**src/rtl/ifu_prefetch_queue.sv**
```systemverilog
// Instruction-fetch prefetch queue: issues pipelined fetches to an in-order,
// variable-latency instruction memory, buffers {pc,inst} pairs and hands them
// to decode over valid/ready. A branch flush redirects fetch and arranges for
// the responses still in flight to be thrown away as they arrive.
module ifu_prefetch_queue #(
    parameter int unsigned        XLEN     = 32,
    parameter int unsigned        DEPTH    = 4,
    parameter logic [XLEN-1:0]    RESET_PC = '0,
    parameter logic [XLEN-1:0]    PC_STEP  = XLEN'(4)
) (
    input  logic                       clk,
    input  logic                       rst,
    output logic                       o_IM_req,
    output logic [XLEN-1:0]            o_IM_addr,
    input  logic                       i_IM_valid,
    input  logic [XLEN-1:0]            i_IM_inst,
    input  logic                       i_flush,
    input  logic [XLEN-1:0]            i_branch_addr,
    output logic                       o_valid,
    output logic [XLEN-1:0]            o_pc,
    output logic [XLEN-1:0]            o_inst,
    input  logic                       i_ready,
    output logic [$clog2(DEPTH+1)-1:0] o_count,
    output logic                       o_proto_err
);

    localparam int unsigned PW = $clog2(DEPTH);
    localparam int unsigned CW = $clog2(DEPTH+1);

    logic [XLEN-1:0] fetchPc_q,  fetchPc_d;
    logic [PW-1:0]   allocPtr_q, allocPtr_d;
    logic [PW-1:0]   fillPtr_q,  fillPtr_d;
    logic [PW-1:0]   rdPtr_q,    rdPtr_d;
    logic [CW-1:0]   alloc_q,    alloc_d;
    logic [CW-1:0]   fillCnt_q,  fillCnt_d;
    logic [CW-1:0]   discard_q,  discard_d;
    logic [DEPTH-1:0] filled_q,  filled_d;
    logic            protoErr_q, protoErr_d;

    logic [XLEN-1:0] pcMem_q   [DEPTH];
    logic [XLEN-1:0] instMem_q [DEPTH];

    logic [CW:0]     allocSum;
    logic [CW:0]     flushSum;
    logic [CW-1:0]   unfilled;
    logic            headValid;
    logic            issue;
    logic            pop;
    logic            respDrop;
    logic            fill;
    logic            protoHit;

    // Handshake decisions, all taken from registered state plus this cycle's inputs
    always_comb begin
        allocSum  = {1'b0, alloc_q} + {1'b0, discard_q};
        unfilled  = alloc_q - fillCnt_q;
        headValid = filled_q[rdPtr_q];
        issue     = rst & ~i_flush & (allocSum < (CW+1)'(DEPTH));
        pop       = headValid & i_ready & ~i_flush;
        respDrop  = i_IM_valid & ~i_flush & (discard_q != '0);
        fill      = i_IM_valid & ~i_flush & (discard_q == '0) & (unfilled != '0);
        protoHit  = i_IM_valid & (discard_q == '0) & (unfilled == '0);
        flushSum  = {1'b0, discard_q} + {1'b0, unfilled};
        if (i_IM_valid && flushSum != '0) begin
            flushSum = flushSum - (CW+1)'(1);
        end
    end

    // Next-state for pointers, counters and fill flags; flush overrides everything
    always_comb begin
        fetchPc_d  = fetchPc_q;
        allocPtr_d = allocPtr_q;
        fillPtr_d  = fillPtr_q;
        rdPtr_d    = rdPtr_q;
        alloc_d    = alloc_q;
        fillCnt_d  = fillCnt_q;
        discard_d  = discard_q;
        filled_d   = filled_q;
        protoErr_d = protoErr_q | protoHit;
        if (i_flush) begin
            fetchPc_d  = i_branch_addr;
            allocPtr_d = '0;
            fillPtr_d  = '0;
            rdPtr_d    = '0;
            alloc_d    = '0;
            fillCnt_d  = '0;
            filled_d   = '0;
            discard_d  = flushSum[CW-1:0];
        end else begin
            if (issue) begin
                fetchPc_d            = fetchPc_q + PC_STEP;
                allocPtr_d           = allocPtr_q + PW'(1);
                filled_d[allocPtr_q] = 1'b0;
            end
            if (respDrop) begin
                discard_d = discard_q - CW'(1);
            end
            if (fill) begin
                filled_d[fillPtr_q] = 1'b1;
                fillPtr_d           = fillPtr_q + PW'(1);
            end
            if (pop) begin
                filled_d[rdPtr_q] = 1'b0;
                rdPtr_d           = rdPtr_q + PW'(1);
            end
            alloc_d   = alloc_q + CW'(issue) - CW'(pop);
            fillCnt_d = fillCnt_q + CW'(fill) - CW'(pop);
        end
    end

    // Control state register
    always_ff @(posedge clk or negedge rst) begin
        if (!rst) begin
            fetchPc_q  <= RESET_PC;
            allocPtr_q <= '0;
            fillPtr_q  <= '0;
            rdPtr_q    <= '0;
            alloc_q    <= '0;
            fillCnt_q  <= '0;
            discard_q  <= '0;
            filled_q   <= '0;
            protoErr_q <= 1'b0;
        end else begin
            fetchPc_q  <= fetchPc_d;
            allocPtr_q <= allocPtr_d;
            fillPtr_q  <= fillPtr_d;
            rdPtr_q    <= rdPtr_d;
            alloc_q    <= alloc_d;
            fillCnt_q  <= fillCnt_d;
            discard_q  <= discard_d;
            filled_q   <= filled_d;
            protoErr_q <= protoErr_d;
        end
    end

    // Entry storage: pc captured at issue, instruction captured at fill
    always_ff @(posedge clk or negedge rst) begin
        if (!rst) begin
            for (int i = 0; i < int'(DEPTH); i++) begin
                pcMem_q[i]   <= '0;
                instMem_q[i] <= '0;
            end
        end else begin
            if (issue) begin
                pcMem_q[allocPtr_q] <= fetchPc_q;
            end
            if (fill) begin
                instMem_q[fillPtr_q] <= i_IM_inst;
            end
        end
    end

    assign o_IM_req    = issue;
    assign o_IM_addr   = fetchPc_q;
    assign o_valid     = headValid;
    assign o_pc        = pcMem_q[rdPtr_q];
    assign o_inst      = instMem_q[rdPtr_q];
    assign o_count     = alloc_q;
    assign o_proto_err = protoErr_q;

endmodule

```
**config.mk**
```make
export PLATFORM = sky130hd
export DESIGN_NAME = ifu_prefetch_queue
export DESIGN_NICKNAME = d
export VERILOG_FILES = /design/src/rtl/ifu_prefetch_queue.sv
export SDC_FILE = /design/constraint.sdc
export NUM_CORES = 1
export LEC_CHECK = 0
export ABC_AREA = 1
export CORE_MARGIN = 2
export CORE_UTILIZATION = 31
export DETAILED_ROUTE_END_ITERATION = 6
export PLACE_DENSITY = 0.48
export SLEW_MARGIN = 25
export SYNTH_ARGS = -nofsm -noshare
export SYNTH_HDL_FRONTEND = slang
export SYNTH_SLANG_ARGS = --single-unit
```
**constraint.sdc**
```tcl
create_clock -name clk -period 6 [get_ports clk]
set_input_delay 0.9 -clock clk [delete_from_list [all_inputs] [get_ports clk]]
set_output_delay 0.9 -clock clk [all_outputs]
set_load 0.005 [all_outputs]
```
==> results.json <==
{
  "grt_pass1_wl_mm": 69.8,
  "vias_per_cell": 4.87,
  "numCtsBuffers": 37,
  "multi_input_area_um2": 6170,
  "synth_fp_nets": 1883,
  "clkTransAtPathRegs_ns": 0.06,
  "timing.fmax_ghz": 0.232,
  "drc": 0,
  "clock_latency_ns": 0.56,
  "cts_resized": 0,
  "drt_iter0_markers": 1061,
  "clk_path_buf_depth": 3,
  "yosysUniqueCellTypes": 26,
  "portBuffers": 170,
  "final_cell_area_um2": 18100,
  "wl_per_cell_um": 17.2,
  "dpl_cell_area_um2": 16900,
  "max_slew_margin_pct": 39.4,
  "antenna_left": 0,
  "dp.cells": 2477,
  "synthTopCellsByArea": "dfrtp_1 (52%), nand2_1 (12%), o21ai_0 (10%), nor2_1 (4.8%), o21ai_2 (3.9%)",
  "slew_violations": 0,
  "fill_cells": 4842,
  "drv_cap": 0,
  "core_area_um2": 47500,
  "area_growth_syn_to_layout_pct": 21.8,
  "ys_ff_latch": 308,
  "crit_arrival_ns": 3.40,
  "cts_setup_buffers": 0,
  "die_w_um": 223,
  "synth_area_per_cell_um2": 8.35,
  "period_needed_ns": 4.30,
  "vias": 12400,
  "drive_gt1_share_pct": 7.90,
  "synthCells": 1784,
  "yosysTopAreaCellShare_pct": 51.8,
  "final-seq-area_um2": 7710,
  "crit_path_end_kind": "output port",
  "grt_usage_pct": 17.8,
  "critPathMaxFanout": 84,
  "grt_pass1_vias": 12100,
  "ios": 171,
  "yosys.area.top_type": "dfrtp_1",
  "die_area_um2": 49800,
  "fin_cells": 2541,
  "finalSetupTns_ns": 0,
  "powerDensity_nw_per_um2": 395,
  "initial_core_util_pct": 31.3,
  "gp_congestion": 0.881,
  "critPathRequiredTime_ns": 5.10,
  "report.final.setup_viol": 0,
  "hold_viol": 0,
  "dp_hpwl_mm": 28.1,
  "clkSinkCount": 308,
  "holdBufCountCts": 0,
  "timing.hold.worst.class": "input pin to async pin",
  "cp_cell_sequence": "inv_4 > buf_4 > o21ai_0 > o22ai_1 > clkdlybuf4s50_1",
  "die_y_um": 223,
  "grt_overflow": 0,
  "nets": 2000,
  "worstMarginPinSlew_ns": 0.909,
  "ir_drop_mv": 0.170,
  "power.leakage_nw": 8.41,
  "synth_area_um2": 14900,
  "rows": 80,
  "slowest_delay_ns": 0.77,
  "cts_tree": "built",
  "crit_slowest_cell": "inv_4",
  "cts_root_buf": "clkbuf_16",
  "cts-htree-levels": 2,
  "skew_ns": 0.0269,
  "rsz0062_at_grt": "no",
  "fin_crit_sh_pct": 71.7,
  "crit_type": "register to output port",
  "yosys_warnings": 0,
  "drt-total-wl_mm": 43.7,
  "drt_pass1_iterations": 5,
  "antenna_found_initial": 1,
  "status": "finished, final reports clean",
  "grt_max_degree": 85,
  "yosysSeqAreaShare_pct": 51.8,
  "cp-start-kind": "register"
}
-- path summary, 6_finish.rpt --
path	endpoint	depth (start not counted)	slack, ns	start
worst min-delay path	pcMem_q[9]$_DFFE_PN0P_	1	0.30	rst
min in group clk	pcMem_q[32]$_DFFE_PN0P_	2	0.48	pcMem_q[32]$_DFFE_PN0P_
worst max register to register	fillCnt_q[2]$_DFF_PN0_	13	2.29	rdPtr_q[0]$_DFFE_PN0P_
worst max-delay path	o_inst[27]	5	1.70	rdPtr_q[0]$_DFFE_PN0P_
worst min register to register	pcMem_q[32]$_DFFE_PN0P_	2	0.48	pcMem_q[32]$_DFFE_PN0P_
max in group asynchronous	instMem_q[27]$_DFFE_PN0P_	3	3.58	rst
-- worst max-delay path: cells and delay by family (launching register included) --
family,cells,cell delay (ns)
AO/OA/AOI/OAI,2,0.35
buffers and inverters,3,1.74
flip-flops,1,0.73
-- metal layers --
metal | GRT usage [%] | share of wire, % | wire [µm] | vias to the layer above
met3 | 3.44 | 4.9 | 2130 | 60
met1 | 25.2 | 48 | 20800 | 5932
met5 | 0 | 0 | 0 | -
met4 | 5.28 | 2.3 | 990 | 0
li1 | - | - | - | 6081
met2 | 27.8 | 45 | 19800 | 293
-- kinds of logic (layout without fill, tap and decap cells) --
family                     after synthesis  count (layout)  share of synthesized area, %
adders and majority gates               30              30                          2.72
DFF                                    308             308                          51.8
buffers and inverters                  221             362                          6.92
and+or+nand+nor                        730             730                          19.0
xor gates and xnor gates                21              21                          1.24
AOI/OAI and AO/OA                      474             474                          18.3
other                                    0               1                             0
-- through the flow --
step,setup WS [ns],hold WS (ns),power (W),utilization (%)
after global placement,2.15,0.459,0.00494,35.6
after floorplan,3.35,0.448,0.00397,-
after global routing,1.45,0.321,0.00766,38.1
final,1.70,0.295,0.00717,38.1
after CTS,1.62,0.313,0.00728,38.1
after detailed placement,2.12,0.463,0.00497,35.6
-- sequential cells by signal (all words and copies together) (netlist names) --
register,flops
filled_q,4
allocPtr_q,2
discard_q,3
pcMem_q,128
fillPtr_q,2
instMem_q,128
o_proto_err,1
o_IM_addr,32
rdPtr_q,2
o_count,3
fillCnt_q,3
-- cell type report --
| type | count | area share [%] |
|---|---|---|
| Clock buffer | 57 | 5.96 |
| Clock inverter | 6 | 0.725 |
| Inverter | 111 | 2.31 |
| Multi-Input combinational cell | 1255 | 34.1 |
| Timing Repair Buffer | 188 | 10.2 |
| Antenna cell | 1 | 0.0138 |
| Sequential cell | 308 | 42.5 |
| Tap cell | 615 | 4.24 |
-- power by group --
| part | internal [W] | total (W) | switching (W) | leakage, nW |
|---|---|---|---|---|
| sequential | 0.00256 | 0.00290 | 0.000342 | 4.12 |
| clock | 0.00137 | 0.00226 | 0.000891 | 0.588 |
| combinational | 0.000961 | 0.00201 | 0.00105 | 3.71 |
-- cells in the mapped netlist --
cell,instances
a21oi_1,1
and2_1,1
buf_2,38
buf_6,19
clkbuf_1,45
clkbuf_2,8
dfrtp_1,308
fa_1,4
ha_1,26
inv_1,110
inv_2,1
nand2_1,472
nand2_2,5
nand3_1,60
nor2_1,189
nor3_1,2
o211ai_1,5
o21ai_0,299
o21ai_1,35
o21ai_2,66
o21bai_1,1
o221ai_1,3
o22ai_1,64
or2_1,1
xnor2_1,5
xor2_1,16
-- placed cells by master (no fill, tap or decap) --
master and count:
buf_2 1, nor3_1 2, o21bai_1 1, dfrtp_2 1, buf_8 1, a21oi_1 1, inv_6 1, dfrtp_4 1
diode_2 1, or2_1 1, inv_1 108, clkbuf_1 12, o22ai_1 64, inv_2 2, buf_6 1, o21ai_2 66
bufinv_16 3, clkdlybuf4s50_1 168, clkbuf_8 8, buf_4 17, ha_1 26, nand2_1 471, clkbuf_16 37, o211ai_1 5
o21ai_1 35, o21ai_0 299, inv_4 1, nand3_2 4, nor2_1 189, o221ai_1 3, nand3_1 56, dfrtp_1 306
xnor2_1 5, xor2_1 16, clkinv_8 2, and2_1 1, fa_1 4, nand2_2 6
(Power assumes the default switching activity.)
